**src/rtl/picoview_pkg.sv**
```systemverilog
// Shared constants for the picoview sampler capture path and the control-register
// status word that reports the result FIFO state.
package picoview_pkg;

    localparam int RESULT_WIDTH      = 32;
    localparam int RESULT_FIFO_DEPTH = 16;
    localparam int RESULT_FIFO_CW    = $clog2(RESULT_FIFO_DEPTH) + 1;
    localparam int STATUS_W          = 4 + RESULT_FIFO_CW;

    // Status word layout, MSB first: {overflow, underflow, full, empty, count}
    function automatic logic [STATUS_W-1:0] pack_status(
        input logic                      overflow,
        input logic                      underflow,
        input logic                      full,
        input logic                      empty,
        input logic [RESULT_FIFO_CW-1:0] count
    );
        return {overflow, underflow, full, empty, count};
    endfunction

endpackage

```
**src/rtl/rising_edge_detect.sv**
```systemverilog
// One-bit registered rising-edge detector. RESET_VAL=1 suppresses a level that is
// already high when reset releases.
module rising_edge_detect #(
    parameter logic RESET_VAL = 1'b1
) (
    input  logic clk,
    input  logic rst_n,
    input  logic d,
    output logic rise
);

    logic d_q;

    always_ff @(posedge clk) begin
        if (!rst_n) d_q <= RESET_VAL;
        else        d_q <= d;
    end

    assign rise = d & ~d_q;

endmodule

```
**src/rtl/sample_result_fifo.sv**
```systemverilog
// Capture FIFO for offset-sampler results: one entry per rising edge of result_ready,
// drained word-by-word by register reads, with sticky overflow/underflow and drop count.
module sample_result_fifo
    import picoview_pkg::*;
#(
    parameter int DEPTH      = RESULT_FIFO_DEPTH,
    parameter int WIDTH      = RESULT_WIDTH,
    parameter int DROP_CNT_W = 16
) (
    input  logic                    clk,
    input  logic                    rst_n,
    input  logic                    result_ready,
    input  logic [WIDTH-1:0]        result,
    input  logic                    clear,
    input  logic                    pop,
    output logic [WIDTH-1:0]        head_data,
    output logic [$clog2(DEPTH):0]  count,
    output logic                    empty,
    output logic                    full,
    output logic                    overflow,
    output logic                    underflow,
    output logic [DROP_CNT_W-1:0]   drop_count
);

    localparam int AW = $clog2(DEPTH);
    localparam int CW = AW + 1;

    logic [WIDTH-1:0] mem [DEPTH];
    logic [AW-1:0]    wr_ptr, rd_ptr;
    logic             push_req;
    logic             do_push, do_pop, drop, bad_pop;
    logic [CW-1:0]    count_nxt;

    rising_edge_detect #(.RESET_VAL(1'b1)) u_rdy_edge (
        .clk   (clk),
        .rst_n (rst_n),
        .d     (result_ready),
        .rise  (push_req)
    );

    // A pop on a full FIFO frees the slot the concurrent push lands in.
    always_comb begin
        do_push   = push_req && (!full || pop);
        do_pop    = pop && !empty;
        drop      = push_req && full && !pop;
        bad_pop   = pop && empty;
        count_nxt = count;
        if (do_push && !do_pop)      count_nxt = count + CW'(1);
        else if (!do_push && do_pop) count_nxt = count - CW'(1);
    end

    always_ff @(posedge clk) begin
        if (!rst_n || clear) begin
            wr_ptr     <= '0;
            rd_ptr     <= '0;
            count      <= '0;
            empty      <= 1'b1;
            full       <= 1'b0;
            overflow   <= 1'b0;
            underflow  <= 1'b0;
            drop_count <= '0;
        end else begin
            if (do_push) wr_ptr <= wr_ptr + AW'(1);
            if (do_pop)  rd_ptr <= rd_ptr + AW'(1);
            count <= count_nxt;
            empty <= (count_nxt == '0);
            full  <= (count_nxt == CW'(DEPTH));
            if (drop) begin
                overflow <= 1'b1;
                if (drop_count != '1) drop_count <= drop_count + DROP_CNT_W'(1);
            end
            if (bad_pop) underflow <= 1'b1;
        end
    end

    // Storage is not reset; only the write is gated by reset and clear.
    always_ff @(posedge clk) begin
        if (rst_n && !clear && do_push) mem[wr_ptr] <= result;
    end

    assign head_data = empty ? '0 : mem[rd_ptr];

endmodule

```
**config.mk**
```make
export PLATFORM = sky130hd
export DESIGN_NAME = sample_result_fifo
export DESIGN_NICKNAME = d
export VERILOG_FILES = /design/src/rtl/picoview_pkg.sv /design/src/rtl/rising_edge_detect.sv /design/src/rtl/sample_result_fifo.sv
export SDC_FILE = /design/constraint.sdc
export NUM_CORES = 1
export LEC_CHECK = 0
export ABC_AREA = 1
export BUFFER_PORTS_ARGS = -buffer_cell sky130_fd_sc_hd__buf_2
export CAP_MARGIN = 30
export CORE_MARGIN = 2
export CORE_UTILIZATION = 53
export DETAILED_ROUTE_END_ITERATION = 10
export GPL_TIMING_DRIVEN = 1
export PLACE_DENSITY_LB_ADDON = 0.25
export SLEW_MARGIN = 40
export SYNTH_ARGS = -nofsm -noshare
export SYNTH_HDL_FRONTEND = slang
export SYNTH_SLANG_ARGS = --single-unit
```
**constraint.sdc**
```tcl
create_clock -name clk -period 4.1 [get_ports clk]
set_input_delay 0.205 -clock clk [delete_from_list [all_inputs] [get_ports clk]]
set_output_delay 0.205 -clock clk [all_outputs]
set_load 0.01 [all_outputs]
```
==> results.cfg, run 1 <==
[sta]
timing.final.crit_share_pct = 77.9
fmax_ghz = 0.313
fin_crit_ns = 3.19
finalSetupViolCount = 0
relSlewSlack_pct = 48.1
rsz0062_at_grt = false
setup_ws_ns = 0.906
slew_viol_final = 0
tns_ns = 0
timing.final.hold_violations = 0
worst_pin_slew_ns = 0.777
fin_skew_ns = 0.0222

[drt]
via_count = 14465
drc = 0
wl_per_cell_um = 21.6
vias_per_cell = 5.88
drt_wl_total_um = 53200
drtIter0Drc = 1386
first_pass_iters = 8
antenna_left = 0

[clocking]
clock_path_buffers = 3
htreeDepth = 2
cts_made_buffers = 54
insertion_delay_ns = 0.60
clock-sinks = 550
clkTransAtPathRegs_ns = 0.06
cts_tree = yes
cts_root_buf = clkbuf_16

[placed_design]
place_ws_ns = 1.38
io_buffers = 93
gp_congestion = 0.771
dp_cells = 2335
dp_hpwl_um = 29000

[floorplanning]
initial_core_util_pct = 53.8
fp.dieArea_um2 = 43300
io_pins = 94
die_width_um = 208
rows = 74
dieHeight_um = 208
core-area_um2 = 41000

[logic_synthesis]
synth.top_cell.area_share_pct = 69.6
ys_warn_count = 0
yosysUniqueCellTypes = 30
synth.avg_cell_area_um2 = 12.4
yosysTopAreaCell = edfxtp_1
synth_cells = 1786
synthTopCellsByArea = edfxtp_1 70%, nor2_1 7.3%, o21ai_0 5.0%, o211ai_1 4.4%, dfxtp_1 3.4%
synth_area_um2 = 22100
synth.yosys.seq_area_share_pct = 73.1
synth_nets = 1831
ys_ff_latch = 550

[critical_path]
rr_startpoint = u_rdy_edge.d_q
critPathKind = reg -> out
end_kind = output pin
critPathMaxFanout = 94
critPathRequiredTime_ns = 3.89
arrival_ns = 2.99
cp-start-kind = flip-flop

[power]
leakagePower_nw = 8.36
power.density_nw_per_um2 = 447
irDropWorstVdd_mv = 0.387
power.total_mw = 11.2

[finish]
final_core_util_pct = 61.3
instances_no_fill = 2462
nets = 1932
drive_above_1_share_pct = 11.8
antenna_cells = 0
syn_to_final_growth_pct = 13.9

[global_routing]
grt_pass1_wl_um = 82500
grt_max_degree = 193
grt_pass1_vias = 14323
antenna_found_initial = 0
grt_util_all_layers_pct = 24.8
overflow = 0

[hold_path]
hold_class = in -> reg
holdCritStartpoint = clear

[status]
outcome = complete, no violations

[job]
drv_cap = 0
## logic make-up (layout without fill, tap and decap cells)
| kind of cell | after synthesis | after routing | synth area share, % |
|---|---|---|---|
| XOR/XNOR | 13 | 13 | 0.516 |
| AND/OR/NAND/NOR | 620 | 620 | 11.2 |
| AO/OA/AOI/OAI | 448 | 448 | 11.6 |
| flip-flops | 550 | 550 | 73.1 |
| adder cells (fa/ha/maj) | 8 | 8 | 0.453 |
| buffers and inverters | 147 | 291 | 3.09 |
## Yosys cell counts
library cell	n
a21oi_1	56
buf_1	14
buf_2	18
buf_4	5
buf_6	9
buf_8	2
clkbuf_1	64
clkinv_1	1
dfxtp_1	38
edfxtp_1	512
ha_1	8
inv_1	30
inv_2	4
nand2_1	88
nand2_2	1
nand3_1	83
nand3b_1	2
nand4_1	6
nor2_1	431
nor2_2	1
nor3_1	5
nor3_2	1
nor3b_1	1
nor4_1	1
o211ai_1	128
o21ai_0	222
o21ai_1	41
o21bai_1	1
xnor2_1	4
xor2_1	9
## critical path, stage by stage (launching register included)
cell and delay (ns):
dfxtp_4 0.47, inv_6 0.54, buf_12 0.35, nor2_1 0.10
o211ai_1 0.19, nand3_1 0.10, a21oi_1 0.31, buf_2 0.19
## cell type report
cell class,count,area [µm²]
clock buffers,71,1440
clock inverters,28,229
fillers,3182,15900
inverters,35,138
multi-input cells,1089,5380
flip-flops and latches,550,16100
well taps,532,666
repair buffers,157,1150
## state kept, by name (all words and copies together) (netlist names), named ones only
name,flops
full,1
rd_ptr,4
empty,1
count,5
wr_ptr,4
u_rdy_edge.d_q,1
underflow,1
mem,512
overflow,1
drop_count,16
## power by group
part           leakage (nW)  internal (mW)  total (mW)  switching (mW)
Sequential             4.91           6.13        6.14         0.00761
Clock                 0.811           2.70        4.74            2.04
Combinational          2.64         0.0974       0.342           0.244
Total                  8.36           8.93        11.2            2.29
## metal layers
| layer | routed length, µm | GRT usage [%] |
|---|---|---|
| met1 | 22600 | 34.4 |
| met2 | 25500 | 40.6 |
| met3 | 3760 | 4.20 |
| met4 | 1350 | 7.39 |
| met5 | 0 | 0 |
## path summary, 6_finish.rpt
kind / slack [ns] / end / depth (start not counted)
max: 0.91 / head_data[5] / 7
min: 0.02 / empty / 4
max reg2reg: 1.39 / mem[10][19] / 6
min reg2reg: 0.45 / flip-flop / 1
## timing repair
item / in CTS / in global routing
resized for setup: 0 / 0
setup buffers: 0 / 0
endpoints found under the hold margin: 283 / 0
hold buffers: 26 / 0
## layout by cell type, fill, tap and decap left out, types with 27 or more instances in the layout
cell / n
a21oi_1: 56
buf_2: 93
buf_4: 27
clkbuf_16: 55
dfxtp_1: 33
edfxtp_1: 512
inv_1: 30
nand2_1: 88
nand3_1: 83
nor2_1: 415
o211ai_1: 128
o21ai_0: 222
o21ai_1: 41
## through the flow
step,hold slack [ns],cell area [µm²]
floorplan,0.274,22100
global placement,0.387,23100
detailed placement,0.412,23200
CTS,0.00150,25100
global route,0.0152,25100
finish,0.0217,25100
Note: power is estimated with default switching activity, not from simulation.
==> inputs of run 2 (changes only) <==
- clock period: 4.1 -> 2.8 ns (I/O delays scaled with it)
==> results.cfg, run 2 (synthesized netlist as in run 1, its figures left out) <==
[sta]
fmax_ghz = 0.372
setup_ws_ns = 0.114
relSlewSlack_pct = 43.8
worst_pin_slew_ns = 0.843
slew_viol_final = 0
fin_crit_ns = 2.69
hold_ws_ns = 0.0341
fin_skew_ns = 0.0222
timing.final.crit_share_pct = 95.9
finalSetupViolCount = 0
timing.final.hold_violations = 0
rsz0062_at_grt = true

[hold_path]
hold_class = in -> reg
hold_end = overflow
holdCritStartpoint = result_ready
worstHoldPathCells = 5

[critical_path]
r2r-end = mem[10][24]
end_kind = output pin
max_stage_delay_ns = 0.37
path_cells = buf_12 -> o21ai_0 -> o211ai_1 -> nand3_1 -> a21oi_1 -> buf_2
rrSetupSlack_ns = 0.56
critPathKind = reg -> out
critPathMaxFanout = 131
slowest_stage = dfxtp_4
cp-start-kind = flip-flop
rr_startpoint = u_rdy_edge.d_q
critPathRequiredTime_ns = 2.66
arrival_ns = 2.55
r2r_cells = 6

[power]
leakagePower_nw = 8.47
power.density_nw_per_um2 = 644
irDropWorstVdd_mv = 0.543
power.total_mw = 16.3

[status]
outcome = complete, no violations

[clocking]
cts_made_buffers = 55
post_cts_buffers = 0
cts_root_buf = clkbuf_16
htreeDepth = 2
clock-sinks = 550
clock_path_buffers = 3
clkTransAtPathRegs_ns = 0.06
insertion_delay_ns = 0.60
cts_tree = yes

[drt]
drtIter0Drc = 1302
vias_per_cell = 5.82
first_pass_iters = 5
antenna_left = 0
drc = 0
wl_per_cell_um = 20.8
via_count = 14429
drt_wl_total_um = 51600

[finish]
antenna_cells = 0
largest_reg_flops = 512
nFillCells = 3178
final_area_um2 = 25400
syn_to_final_growth_pct = 15.0
layout_commonest_cell = edfxtp_1
largest_register = mem
drive_above_1_share_pct = 12.1
final_cell_mix = 512 x edfxtp_1, 415 x nor2_1, 222 x o21ai_0
nets = 1951
reg_top3 = mem (512), drop_count (16), count (5)

[global_routing]
grt_pass1_vias = 13942
grt_util_all_layers_pct = 23.5
antenna_found_initial = 0
overflow = 0
grt_pass1_wl_um = 78800
grt_max_degree = 152

[job]
drv_cap = 0

[placed_design]
gp_congestion = 0.825
post_dp_cell_area_um2 = 23300
place_ws_ns = 0.560
io_buffers = 93
dp_hpwl_um = 28400

[floorplanning]
rows = 74
die_width_um = 208
dieHeight_um = 208
fp.dieArea_um2 = 43300
initial_core_util_pct = 53.8
core-area_um2 = 41000
io_pins = 94
[run 2: cell types whose count changed in the layout (fill, tap and decap cells not counted), moves of 2 or more]
| cell | delta |
|---|---|
| buf_12 | +5 |
| buf_4 | +3 |
| bufinv_16 | -2 |
| clkbuf_16 | +3 |
| dlygate4sd3_1 | +10 |
| inv_6 | -2 |
[run 2: where the power goes]
part           total [mW]  internal (mW)  switching (mW)  leakage (nW)
sequential           8.99           8.98         0.00923          4.91
combinational       0.509          0.156           0.353          2.75
clock                6.84           3.90            2.94         0.814
total                16.3           13.0            3.31          8.47
[run 2: final cells by class]
cell class	count	area [µm²]	area share (%)
Clock buffer	74	1490	5.87
Clock inverter	25	173	0.680
Inverter	35	144	0.567
Multi-Input combinational cell	1089	5380	21.2
Sequential cell	550	16100	63.6
Tap cell	532	666	2.62
Timing Repair Buffer	175	1380	5.45
[run 2: worst max path at each step]
stage                   start            end  slack, ns  cells after the start
3_3_place_gp   u_rdy_edge.d_q     mem[0][17]       0.64                      6
5_1_grt             flip-flop  head_data[16]      -0.01                      7
3_5_place_dp   u_rdy_edge.d_q    mem[10][20]       0.56                      6
2_1_floorplan  u_rdy_edge.d_q      mem[0][0]       0.16                      5
6_report            flip-flop   head_data[5]       0.11                      6
4_1_cts             flip-flop  head_data[17]       0.02                      7
[run 2: what timing repair did]
action | CTS | global route
gates resized for setup | 0 | 4
hold buffers | 36 | 0
setup endpoints to repair | 0 | 22
hold endpoints to repair | 519 | 0
[run 2: critical path, delay by kind of cell, from the launching register on]
family / cells / cell delay [ns]
DFF: 1 / 0.37
AOI/OAI and AO/OA: 3 / 0.74
buffers and inverters: 2 / 0.57
and+or+nand+nor: 1 / 0.11
[run 2: through the flow]
stage | cells | TNS, ns | utilization, %
global route | 2480 | -0.0168 | 61.9
detailed placement | 2344 | 0 | 56.8
floorplan | 1786 | 0 | -
global placement | 2344 | 0 | 56.8
finish | 2480 | 0 | 61.9
CTS | 2479 | 0 | 61.8
[run 2: per-layer routing]
layer / global-route usage (%) / wire (µm)
met1: 32.8 / 22400
met2: 38.5 / 24800
met3: 3.14 / 3140
met4: 7.72 / 1320
met5: 0 / 0
==> inputs of run 3 (changes only) <==
- ABC_AREA: 1 -> unset
==> results.cfg, run 3 <==
[logic_synthesis]
yosysTopAreaCell = edfxtp_1
synthTopCellsByArea = edfxtp_1 72%, mux4_2 17%, dfxtp_1 3.6%, nor2b_1 1.0%, xor2_1 0.66%
synth.avg_cell_area_um2 = 22.0
synth-main-ff-cell = edfxtp_1
postSynth.asyncResetShare_pct = 0
synth_cells = 966
synth.yosys.seq_area_share_pct = 76.0
ys_warn_count = 0
synth_common_cells = 512 x edfxtp_1, 160 x mux4_2, 38 x dfxtp_1, 35 x nor2b_1, 29 x nor2_1
synth.top_cell.area_share_pct = 72.4
synth.most_common_cell = edfxtp_1
yosysUniqueCellTypes = 46
synth_nets = 1011
ys_ff_latch = 550
synth_edf_count = 512
synth_area_um2 = 21200

[clocking]
clkTransAtPathRegs_ns = 0.06
htreeDepth = 2
cts_tree = yes
clock_path_buffers = 3
cts_root_buf = clkbuf_16
cts_made_buffers = 54
clock-sinks = 550
insertion_delay_ns = 0.60

[global_routing]
grt_util_all_layers_pct = 22.2
antenna_found_initial = 1
grt_max_degree = 45
grt_pass1_vias = 10412
grt_pass1_wl_um = 66800
overflow = 0

[critical_path]
rr_startpoint = u_rdy_edge.d_q
arrival_ns = 2.71
cp_common_cell = mux4_2
critPathMaxFanout = 6
critPathKind = reg -> out
path_cells = clkbuf_16 -> buf_16 -> mux4_2 -> mux4_2 -> nor2b_1 -> buf_2
critPathRequiredTime_ns = 2.66
crit_family = multiplexers
end_kind = output pin
cp-start-kind = flip-flop
max_stage_delay_ns = 0.52
slowest_stage = mux4_2
worst-path-buf-inv = 3

[drt]
first_pass_iters = 5
drtIter0Drc = 1011
vias_per_cell = 5.95
via_count = 10387
drt_wl_total_um = 46700
wl_per_cell_um = 26.7
antenna_left = 0
drc = 0

[floorplanning]
die_width_um = 204
fp.dieArea_um2 = 41700
rows = 73
initial_core_util_pct = 53.6
dieHeight_um = 204
core-area_um2 = 39600
io_pins = 94

[finish]
nets = 1225
largest_register = mem
drive_above_1_share_pct = 35.5
syn_to_final_growth_pct = 20.6
final_cell_mix = 512 x edfxtp_1, 160 x mux4_2, 86 x buf_2
instances_no_fill = 1747
reg_top3 = mem (512), drop_count (16), count (5)
layout_commonest_cell = edfxtp_1
largest_reg_flops = 512
final_core_util_pct = 64.6

[sta]
fmax_ghz = 0.351
setup_ws_ns = -0.0521
slew_viol_final = 0
timing.final.hold_violations = 0
finalSetupViolCount = 18
fin_skew_ns = 0.0203
hold_ws_ns = 0.106
relSlewSlack_pct = 60.1
rsz0062_at_grt = true
worst_pin_slew_ns = 0.599
fin_crit_ns = 2.85
timing.final.crit_share_pct = 102

[placed_design]
io_buffers = 93
dp_hpwl_um = 24000
gp_congestion = 0.786
dp_cells = 1587

[job]
drv_cap = 0

[status]
outcome = finished with violations
failed_checks = negative setup slack

[power]
power.total_mw = 16.3
irDropWorstVdd_mv = 0.402
power.density_nw_per_um2 = 637
leakagePower_nw = 8.14

[hold_path]
hold_class = in -> reg
holdCritStartpoint = result_ready
run 3: cell types whose count changed after synthesis, sizes merged, moves of 24 or more:
cell    previous run  this run
o211ai           128         1
inv               34        10
nand2             89        12
o21ai            263         8
nor2             432        29
nand3             83        12
nor2b              0        35
buf               48        24
a21oi             56         8
mux4               0       160
clkbuf            64        22
run 3: report_power, final:
part / leakage [nW] / switching, mW / internal, mW
Combinational: 2.40 / 0.223 / 0.173
Clock: 0.825 / 2.94 / 4.00
Sequential: 4.91 / 0.00845 / 8.98
Total: 8.14 / 3.17 / 13.2
run 3: worst min-delay path, stage by stage:
cell and delay, ns:
buf_2 0.12, nor4bb_1 0.12, buf_4 0.14, nor2_1 0.08, nor2_1 0.04
run 3: repair_timing:
item | CTS | global route
hold buffers | 36 | 0
gates resized for setup | 13 | 23
setup buffers | 2 | 6
hold endpoints to repair | 520 | 0
setup endpoints to repair | 28 | 29
gates cloned | 3 | 15
run 3: kinds of logic (layout without fill, tap and decap cells):
family / count (synthesis) / after routing / share of synthesized area, %
XOR/XNOR: 21 / 21 / 0.866
flip-flops: 550 / 550 / 76.0
AO/OA/AOI/OAI: 29 / 29 / 0.848
buffers and inverters: 56 / 311 / 1.11
other: 0 / 1 / 0
AND/OR/NAND/NOR: 141 / 141 / 3.73
multiplexers: 161 / 161 / 17.0
adder cells (fa/ha/maj): 8 / 8 / 0.471
run 3: metal layers:
layer	part of all wire, %	global-route usage (%)
met4	1.8	5.59
met3	6.3	4.42
met2	51	35.4
met5	0	0
met1	41	32.0
run 3: metrics by stage:
step | setup TNS (ns) | setup WS [ns] | instance area (µm²)
floorplan | -75.93 | -0.593 | 21300
global placement | 0 | 0.445 | 22800
detailed placement | 0 | 0.365 | 22800
CTS | -0.920 | -0.0791 | 25100
global route | -2.24 | -0.131 | 25600
finish | -0.421 | -0.0521 | 25600
run 3: final timing paths:
| kind | to | slack (ns) | cells past startpoint |
|---|---|---|---|
| hold / removal | overflow | 0.11 | 5 |
| setup / recovery | head_data[18] | -0.05 | 6 |
| hold reg to reg | overflow | 0.47 | 2 |
| setup reg to reg | mem[4][12] | 0.33 | 6 |
run 3: final cells by class:
type	instances	area, µm²
clock inverter	28	259
timing repair buffer	204	2050
multi-input combinational	360	5030
fill	2624	14000
antenna	1	2.50
sequential	550	16100
tap	525	657
inverter	10	37.5
clock buffer	69	1440
